File: src/rtl/jtdsp16_pkg.sv
// Shared constants for the DSP16 serial-output receiver (QSound sound DAC side).
package jtdsp16_pkg;

    typedef enum logic {
        SDAC_IDLE  = 1'b0,
        SDAC_SHIFT = 1'b1
    } sdac_state_t;

    localparam int SDAC_WIDTH = 16;

    localparam logic CH_LEFT  = 1'b0;
    localparam logic CH_RIGHT = 1'b1;

endpackage

File: src/rtl/jtdsp16_sdac_if.sv
// Serial link from the DSP16 SIO plus the stereo sample outputs towards the mixer.
interface jtdsp16_sdac_if #(
    parameter int WIDTH = 16
);
    logic             en;
    logic             ock;
    logic             sdo;
    logic             old;
    logic             doen;
    logic [WIDTH-1:0] word;
    logic             word_vld;
    logic             word_ch;
    logic [WIDTH-1:0] left;
    logic [WIDTH-1:0] right;
    logic             pair_vld;
    logic             short_err;
    logic             busy;

    modport slave (
        input  en, ock, sdo, old,
        output doen, word, word_vld, word_ch, left, right, pair_vld, short_err, busy
    );

    modport master (
        output en, ock, sdo, old,
        input  doen, word, word_vld, word_ch, left, right, pair_vld, short_err, busy
    );

endinterface

File: src/rtl/jtdsp16_sdac_shift.sv
// Deserialiser: shift register, bit counter and LSB/MSB-first bit placement.
module jtdsp16_sdac_shift
    import jtdsp16_pkg::*;
#(
    parameter int WIDTH     = SDAC_WIDTH,
    parameter bit MSB_FIRST = 1'b0
) (
    input  logic             clk,
    input  logic             rst_n,
    input  logic             clr,
    input  logic             rise,
    input  logic             start,
    input  logic             din,
    output logic             done,
    output logic [WIDTH-1:0] dout
);

    localparam int CW = $clog2(WIDTH);

    logic [CW-1:0]    cnt;
    logic [CW-1:0]    cnt_nxt;
    logic [CW-1:0]    pos;
    logic [WIDTH-1:0] sreg;

    // dout is the shift register with the incoming bit already merged, so the
    // completed word can be loaded on the same edge that captures its last bit.
    always_comb begin
        pos  = start ? '0 : cnt;
        dout = start ? '0 : sreg;
        if (MSB_FIRST) begin
            dout[CW'(WIDTH-1) - pos] = din;
        end else begin
            dout[pos] = din;
        end
        done    = rise & ~start & (cnt == CW'(WIDTH-1));
        cnt_nxt = done ? '0 : pos + CW'(1);
    end

    always_ff @(posedge clk or negedge rst_n) begin
        if (!rst_n) begin
            cnt  <= '0;
            sreg <= '0;
        end else if (clr) begin
            cnt  <= '0;
            sreg <= '0;
        end else if (rise) begin
            cnt  <= cnt_nxt;
            sreg <= dout;
        end
    end

endmodule

File: src/rtl/jtdsp16_sdac.sv
// DSP16 serial output receiver: frames words on old, tags left/right, holds stereo pair.
module jtdsp16_sdac
    import jtdsp16_pkg::*;
#(
    parameter int WIDTH     = SDAC_WIDTH,
    parameter bit MSB_FIRST = 1'b0
) (
    input  logic               clk,
    input  logic               rst_n,
    jtdsp16_sdac_if.slave      bus
);

    sdac_state_t      state;
    sdac_state_t      state_nxt;
    logic             doen;
    logic             ock_l;
    logic             rise;
    logic             smp;
    logic             ch;
    logic             ch_nxt;
    logic             sh_rise;
    logic             sh_done;
    logic [WIDTH-1:0] sh_dout;
    logic             vld_nxt;
    logic             pair_nxt;
    logic             short_nxt;
    logic [WIDTH-1:0] word;
    logic             word_vld;
    logic             word_ch;
    logic [WIDTH-1:0] left;
    logic [WIDTH-1:0] right;
    logic             pair_vld;
    logic             short_err;

    assign rise = bus.ock & ~ock_l;
    assign smp  = rise & doen;
    // In IDLE only an old-framed rise reaches the shifter; stray clocks are dropped.
    assign sh_rise = smp & ((state == SDAC_SHIFT) | bus.old);

    jtdsp16_sdac_shift #(
        .WIDTH     (WIDTH),
        .MSB_FIRST (MSB_FIRST)
    ) u_shift (
        .clk   (clk),
        .rst_n (rst_n),
        .clr   (~doen),
        .rise  (sh_rise),
        .start (bus.old),
        .din   (bus.sdo),
        .done  (sh_done),
        .dout  (sh_dout)
    );

    always_ff @(posedge clk or negedge rst_n) begin
        if (!rst_n) begin
            state <= SDAC_IDLE;
            ch    <= CH_LEFT;
            doen  <= 1'b0;
            ock_l <= 1'b0;
        end else begin
            state <= state_nxt;
            ch    <= ch_nxt;
            doen  <= bus.en;
            ock_l <= bus.ock;
        end
    end

    always_comb begin
        state_nxt = state;
        ch_nxt    = ch;
        short_nxt = 1'b0;
        vld_nxt   = sh_done;
        pair_nxt  = sh_done & (ch == CH_RIGHT);
        if (!doen) begin
            // Receiver disabled: drop any partial word and resync on the left channel.
            state_nxt = SDAC_IDLE;
            ch_nxt    = CH_LEFT;
        end else begin
            case (state)
                SDAC_IDLE: begin
                    if (smp && bus.old) state_nxt = SDAC_SHIFT;
                end
                SDAC_SHIFT: begin
                    if (smp && bus.old) begin
                        short_nxt = 1'b1;
                    end else if (sh_done) begin
                        state_nxt = SDAC_IDLE;
                        ch_nxt    = ~ch;
                    end
                end
                default: state_nxt = SDAC_IDLE;
            endcase
        end
    end

    always_ff @(posedge clk or negedge rst_n) begin
        if (!rst_n) begin
            word      <= '0;
            word_vld  <= 1'b0;
            word_ch   <= CH_LEFT;
            left      <= '0;
            right     <= '0;
            pair_vld  <= 1'b0;
            short_err <= 1'b0;
        end else begin
            word_vld  <= vld_nxt;
            pair_vld  <= pair_nxt;
            short_err <= short_nxt;
            if (sh_done) begin
                word    <= sh_dout;
                word_ch <= ch;
                if (ch == CH_RIGHT) begin
                    right <= sh_dout;
                end else begin
                    left <= sh_dout;
                end
            end
        end
    end

    assign bus.doen      = doen;
    assign bus.word      = word;
    assign bus.word_vld  = word_vld;
    assign bus.word_ch   = word_ch;
    assign bus.left      = left;
    assign bus.right     = right;
    assign bus.pair_vld  = pair_vld;
    assign bus.short_err = short_err;
    assign bus.busy      = (state == SDAC_SHIFT);

endmodule

File: src/flat_wrapper.sv
// flat-port wrapper written by rule: the top's interface ports become plain ports
module jtdsp16_sdac_flat import jtdsp16_pkg::*;
#(
    parameter int WIDTH     = SDAC_WIDTH,
    parameter bit MSB_FIRST = 1'b0
)
  (clk, rst_n, bus_en, bus_ock, bus_sdo, bus_old, bus_doen, bus_word, bus_word_vld, bus_word_ch, bus_left, bus_right, bus_pair_vld, bus_short_err, bus_busy);
  jtdsp16_sdac_if #(.WIDTH(WIDTH)) bus_i ();
  input  logic clk;
  input  logic rst_n;
  input wire logic [$bits(bus_i.en)-1:0] bus_en;
  input wire logic [$bits(bus_i.ock)-1:0] bus_ock;
  input wire logic [$bits(bus_i.sdo)-1:0] bus_sdo;
  input wire logic [$bits(bus_i.old)-1:0] bus_old;
  output wire logic [$bits(bus_i.doen)-1:0] bus_doen;
  output wire logic [$bits(bus_i.word)-1:0] bus_word;
  output wire logic [$bits(bus_i.word_vld)-1:0] bus_word_vld;
  output wire logic [$bits(bus_i.word_ch)-1:0] bus_word_ch;
  output wire logic [$bits(bus_i.left)-1:0] bus_left;
  output wire logic [$bits(bus_i.right)-1:0] bus_right;
  output wire logic [$bits(bus_i.pair_vld)-1:0] bus_pair_vld;
  output wire logic [$bits(bus_i.short_err)-1:0] bus_short_err;
  output wire logic [$bits(bus_i.busy)-1:0] bus_busy;
  assign bus_i.en = bus_en;
  assign bus_i.ock = bus_ock;
  assign bus_i.sdo = bus_sdo;
  assign bus_i.old = bus_old;
  assign bus_doen = bus_i.doen;
  assign bus_word = bus_i.word;
  assign bus_word_vld = bus_i.word_vld;
  assign bus_word_ch = bus_i.word_ch;
  assign bus_left = bus_i.left;
  assign bus_right = bus_i.right;
  assign bus_pair_vld = bus_i.pair_vld;
  assign bus_short_err = bus_i.short_err;
  assign bus_busy = bus_i.busy;
  jtdsp16_sdac #(.WIDTH(WIDTH), .MSB_FIRST(MSB_FIRST)) u_core (.clk(clk), .rst_n(rst_n), .bus(bus_i));
endmodule
File: config.mk
export PLATFORM = sky130hd
export DESIGN_NAME = jtdsp16_sdac_flat
export DESIGN_NICKNAME = d
export VERILOG_FILES = /design/src/rtl/jtdsp16_pkg.sv /design/src/rtl/jtdsp16_sdac_if.sv /design/src/rtl/jtdsp16_sdac_shift.sv /design/src/rtl/jtdsp16_sdac.sv /design/src/flat_wrapper.sv
export SDC_FILE = /design/constraint.sdc
export NUM_CORES = 1
export LEC_CHECK = 0
export ABC_AREA = 1
export CAP_MARGIN = 5
export CORE_MARGIN = 4
export CORE_UTILIZATION = 40
export DETAILED_ROUTE_END_ITERATION = 10
export MAX_ROUTING_LAYER = met4
export SLEW_MARGIN = 10
export SYNTH_ARGS = -nofsm -noshare
export SYNTH_HDL_FRONTEND = slang
export SYNTH_SLANG_ARGS = --single-unit
File: constraint.sdc
create_clock -name clk -period 3.7 [get_ports clk]
set_clock_uncertainty 0.15 [all_clocks]
set_input_delay 0.925 -clock clk [delete_from_list [all_inputs] [get_ports clk]]
set_output_delay 0.925 -clock clk [all_outputs]
set_load 0.005 [all_outputs]
; ---- Word-level counts from Yosys, hierarchy flattened
; Index checks and enable logic that the tools add are counted.
[word_totals]
regBits = 76
input_bits = 6
output_inout_bits = 54
[op_classes]
n_addsub = 1
magnitude_cmp = 2
eq_ne = 5
mux = 21
bitwise_logic = 11
reduce_logical = 5
[ops]
columns = cell, n
row1 = two-way mux 16 bit, 3
row2 = bitwise mux 16 bit, 1
row3 = two-way mux 4 bit, 4
row4 = two-way mux 1 bit, 11
row5 = AND 1 bit, 6
row6 = != test 2 bit (second input constant), 3
row7 = less-than comparator 4 x 5 -> 1 bit (second input constant), 1
row8 = adder 4 x 1 -> 4 bit (second input constant), 1
row9 = demux 1 bit (select 4 bit), 1
row10 = equality test 4 bit (second input constant), 1
row11 = greater-or-equal comparator 4 x 1 -> 1 bit (second input constant), 1
row12 = NOT 1 bit, 4
row13 = AND reduction 2 bit, 2
row14 = AND reduction 3 bit, 1
row15 = logical AND 1 bit, 2
row16 = != test 2 x 1 -> 1 bit (second input constant), 1
row17 = case mux 1 bit (2 select lines), 1
row18 = bitwise OR 1 bit, 1

; ---- Longest topological paths before layout
[logic_depth]
ltp_word = 10
depth_mapped = 10
depth_no_buf = 9

; ---- Hierarchy
; Synthesis repeated with hierarchy kept, for this count alone.
[hier_totals]
cells_unflattened = 392
hier_area_um2 = 3348.2
[modules_own_cells]
columns = mod, instances, cells_each, area_each_um2
row1 = jtdsp16_sdac, 1, 197, 2080.7
row2 = jtdsp16_sdac_shift, 1, 195, 1267.5

; ---- Worst setup path before layout
; OpenSTA, ideal clock, no wires.
[synth_path]
path_kind = input port to flip-flop
startpoint = input port bus_old
endpoint = register u_core.left[12], in the netlist u_core.bus.left[12]
t_arrival_ps = 2087
setup_slack_ps = 1347
cell_stages = 10
n_path_buf = 2
cell_sequence = clkbuf_1 -> nor2_1 -> inv_1 -> ha_1 -> buf_1 -> inv_1 -> o21bai_1 -> nand2_1 -> nand2_1 -> nand2_1
[synth_via]
elab_chain_cells = 6
elab_cells_between_ends = 14
cone_classes = 2 x order compare / 5 x mux / 5 x bitwise / 2 x reduce/logical
[synth_lines]
columns = element, line
row1 = from (decl), flat_wrapper.sv:14  ; input wire logic [$bits(bus_i.old)-1:0] bus_old;
row2 = two-way mux 4 bit, jtdsp16_sdac_shift.sv:28  ; pos = start ? '0 : cnt;
row3 = less-than comparator 4 x 5 -> 1 bit (implied by the code) or greater-or-equal comparator 4 x 1 -> 1 bit (tied branches), jtdsp16_sdac_shift.sv:33  ; dout[pos] = din;
row4 = logical AND 1 bit (implied by the code), jtdsp16_sdac_shift.sv:33
row5 = two-way mux 1 bit (implied by the code), jtdsp16_sdac_shift.sv:33
row6 = demux 1 bit (select 4 bit), jtdsp16_sdac_shift.sv:33
row7 = bitwise mux 16 bit, jtdsp16_sdac_shift.sv:33
row8 = to (signal assigned), jtdsp16_sdac.sv:115  ; left <= sh_dout;
row9 = to (decl), jtdsp16_sdac.sv:30  ; logic [WIDTH-1:0] left;
; Parallel ways exist; a longest one is shown, timed or not.
; A chain may end at the register's enable or synchronous reset.

; ---- Worst setup path in the final report
[layout_path]
startpoint = input port bus_old
endpoint = register u_core.right[10], in the netlist u_core.bus.right[10]
[layout_via]
elab_chain_cells = 6
elab_cells_between_ends = 14
cone_classes = 2 x order compare / 5 x mux / 5 x bitwise / 2 x reduce/logical
[layout_lines]
columns = element, line
row1 = two-way mux 4 bit, jtdsp16_sdac_shift.sv:28
row2 = less-than comparator 4 x 5 -> 1 bit (implied by the code) or greater-or-equal comparator 4 x 1 -> 1 bit (tied branches), jtdsp16_sdac_shift.sv:33
row3 = logical AND 1 bit (implied by the code), jtdsp16_sdac_shift.sv:33
row4 = two-way mux 1 bit (implied by the code), jtdsp16_sdac_shift.sv:33
row5 = demux 1 bit (select 4 bit), jtdsp16_sdac_shift.sv:33
row6 = bitwise mux 16 bit, jtdsp16_sdac_shift.sv:33
row7 = to (signal assigned), jtdsp16_sdac.sv:113  ; right <= sh_dout;
row8 = to (decl), jtdsp16_sdac.sv:31  ; logic [WIDTH-1:0] right;
; Parallel ways exist; a longest one is shown, timed or not.

==> summary.md <==
| Metric | Value |
|---|---|
| Peak VDD IR | `0.153 mV` |
| Total gr overflow | `0` |
| CTS Buffer Depth | `2` |
| Synth Cell Area | `3470 µm²` |
| Post-CTS setup buffer count | `0` |
| Critical Path AT | `2.99 ns` |
| Total Wirelength | `8430 µm` |
| EDFF count, synth | `0` |
| Hold path depth | `2` |
| Min Tclk post-route | `2.85 ns` |
| Via density | `4.81` |
| Chip Width | `101 µm` |
| CP max stage cell | `clkdlybuf4s50_1` |
| RR Startpoint | `u_core.u_shift.cnt[3]` |
| CTS H-tree depth | `3` |
| Logic pwr share | `3.7%` |
| CP required | `3.84 ns` |
| Drt drc | `0` |
| CP cell instances | `clkdlybuf4s50_1, buf_4, nor2_1, nor2_1, nand2_2, buf_4, nor2_4, nand2_1, nand2_1` |
| Int Pwr | `1.10 mW` |
| Reg2reg path depth | `6` |
| # hold bufs at CTS | `0` |
| Worst path bufs/invs | `3` |
| Worst-Margin Slew | `0.967 ns` |
| CP peak stage delay | `0.51 ns` |
| CP startpoint kind | `primary input` |
| Worst reg-to-reg setup slack | `1.53 ns` |
| R2r endpoint | `u_core.bus.word[13]` |
| Final count of negative-setup-slack endpoints | `0` |
| Leading area contributor after synthesis | `dfrtp_1` |
| Total number of vias | `2943` |
| CTS Root Buffer Type | `clkbuf_8` |
| P_sw | `0.349 mW` |
| Pin count of the biggest net entering global routing | `77` |
| Yosys top cell area share | `54.9%` |
| Worst-path clk slew | `0.08 ns` |
| Drt initial violations | `168` |
| Initial DRT Pass Iterations | `4` |
| Total power | `1.45 mW` |
| Hold Crit Endpoint | `u_core.bus.word[2]` |
| Post-synthesis cell type count | `23` |
| Critical path endpoint category | `flip-flop` |
| Diodes inserted | `0` |
| Post-synth top cells | `nand2_1 (245), dfrtp_1 (76), nand3_1 (27)` |
| Slew Viols, Final | `0` |
| Predominant post-synthesis flop cell | `dfrtp_1` |
| Count leader, synth | `nand2_1` |
| Port Buffer Count | `59` |
| Final GP Congestion | `0.870` |
| Fin Hold WS | `0.329 ns` |
| CTS tree | `done` |
| RSZ-0062 raised after global routing | `no` |
| I/O Pins | `60` |
| Clock Latency Late Sink | `0.34 ns` |
| Yosys reg bits | `76` |
| Clock Power Share | `38.9%` |
| ANT nets after route | `0` |
| Mean area per synthesized cell | `7.79 µm²` |
| Via count of the first global-routing pass | `2753` |
| Final Cycle Share | `77.2%` |
| Final Hold Fails | `0` |
| CTS buffer count | `9` |
| WL/cell | `13.8 µm` |
| Sequential group share of total power | `57.5%` |
| Cells after synthesis | `445` |
| Core box area | `8340 µm²` |
| Final nets | `513` |
| Slew headroom | `35.5%` |
| First-pass GRT wire length | `14000 µm` |
| Yosys warns | `0` |
| Layout cells sized above 1 | `5.92%` |
| Setup TNS | `0 ns` |
| FMAX | `350 MHz` |
| Sequential share of the synthesized area | `54.9%` |
| Switching part of the total power | `24.0%` |
| Sink Count | `76` |
| Fill cells | `829` |
| Hold_sp | `u_core.bus.word[2]` |
| Die Area | `10200 µm²` |
| Area growth syn-to-layout | `24.4%` |
| Asr flop ratio synth | `100%` |
| Synth top area cells | `dfrtp_1 (55%), nand2_1 (27%), nand3_1 (3.9%)` |
| GRT Resource Usage Total | `17.9%` |
| Post-DP HPWL | `5890 µm` |
| Max-Cap Viols | `0` |
| Initial antenna violation count | `0` |
| Hold Path Class | `flip-flop to flip-flop` |
| Lkg Pwr | `2.24 nW` |
| Critical Path Fanout Max | `18` |
| Post-CTS sizing | `0` |
| CP delay by family, top | `simple AND/OR/NAND/NOR gates` |
| Crit Path Class | `primary input to flip-flop` |
| PwrDens | `337 nW/µm²` |
| Initial Util | `41.6%` |
| Status | `complete, no violations` |
| Vert. Die Dim | `101 µm` |
| Row count | `33` |
| Synth Net Count | `455` |
==> placed cells by master (no fill, tap or decap), drive strengths merged <==
master,Yosys,layout
a21oi,1,1
buf,14,9
clkbuf,6,11
clkdlybuf4s50,0,58
clkinv,1,4
clkinvlp,0,1
dfrtp,76,76
ha,4,4
inv,26,26
nand2,246,246
nand3,28,28
nand4,4,4
nor2,28,28
nor3,2,2
o21ai,5,5
o21bai,4,4
==> cells by family after synthesis <==
logic type                 share of synthesized area [%]
adders and majority gates                           1.44
DFF                                                 54.9
buffers and inverters                               5.81
and+or+nand+nor                                     36.1
AOI/OAI and AO/OA                                   1.73
==> worst register-to-register path: stages (launching register included) <==
cell	delay [ns]
dfrtp_1	0.52
nand3_4	0.19
nor2_4	0.07
nand2_2	0.29
clkinv_1	0.54
nand2_1	0.22
nand2_1	0.07
==> layout make-up <==
class                   count  area (µm²)  area share (%)
clock buffers              11         141            3.28
clock inverters             4        26.3           0.610
inverters                  27         101            2.35
multi-input cells         322        1360            31.6
flip-flops and latches     76        1900            44.1
well taps                 105         131            3.05
repair buffers             67         646            15.0
==> per-layer routing <==
layer  GRT usage (%)  vias up  part of all wire [%]
met1            25.4     1414                    48
met4            3.99        0                  0.94
met2            26.7       56                    47
li1                -     1467                     -
met3            3.67        6                   4.0
met5               -        -                     0
==> worst max path at each step <==
stage,startpoint,end,slack (ns),cells past startpoint
floorplan,bus_old,u_core.bus.left[12],1.35,10
global placement,bus_old,u_core.bus.right[14],0.54,9
detailed placement,bus_old,u_core.bus.word[13],0.46,8
CTS,bus_old,u_core.bus.word[4],0.81,8
global route,bus_old,u_core.bus.right[10],0.61,9
finish,bus_old,u_core.bus.right[10],0.85,9
==> state kept, by name, indices dropped and copies added, names as in the netlist <==
name and count:
u_core.bus.busy 1, u_core.bus.doen 1, u_core.bus.left 16, u_core.bus.pair_vld 1, u_core.bus.right 16, u_core.bus.short_err 1, u_core.bus.word 16, u_core.bus.word_ch 1
u_core.bus.word_vld 1, u_core.ch 1, u_core.ock_l 1, u_core.u_shift.cnt 4, u_core.u_shift.sreg 16
==> power by group through the flow <==
stage / Sequential, mW / Combinational [mW] / Clock [mW]
after CTS: 0.835 / 0.0553 / 0.575
after global placement: 0.851 / 0.0547 / 0
after detailed placement: 0.851 / 0.0552 / 0
after global routing: 0.835 / 0.0610 / 0.618
final: 0.835 / 0.0536 / 0.565
after floorplan: 0.851 / 0.0212 / 0
==> stage by stage <==
step	instance area, µm²	setup slack [ns]	std cells	utilization (%)
floorplan	3470	1.35	445	-
global placement	4140	0.536	597	49.7
detailed placement	4140	0.460	597	49.7
CTS	4310	0.812	612	51.7
global route	4310	0.613	612	51.7
finish	4310	0.845	612	51.7
No activity file was read; power rests on OpenSTA's default activity.
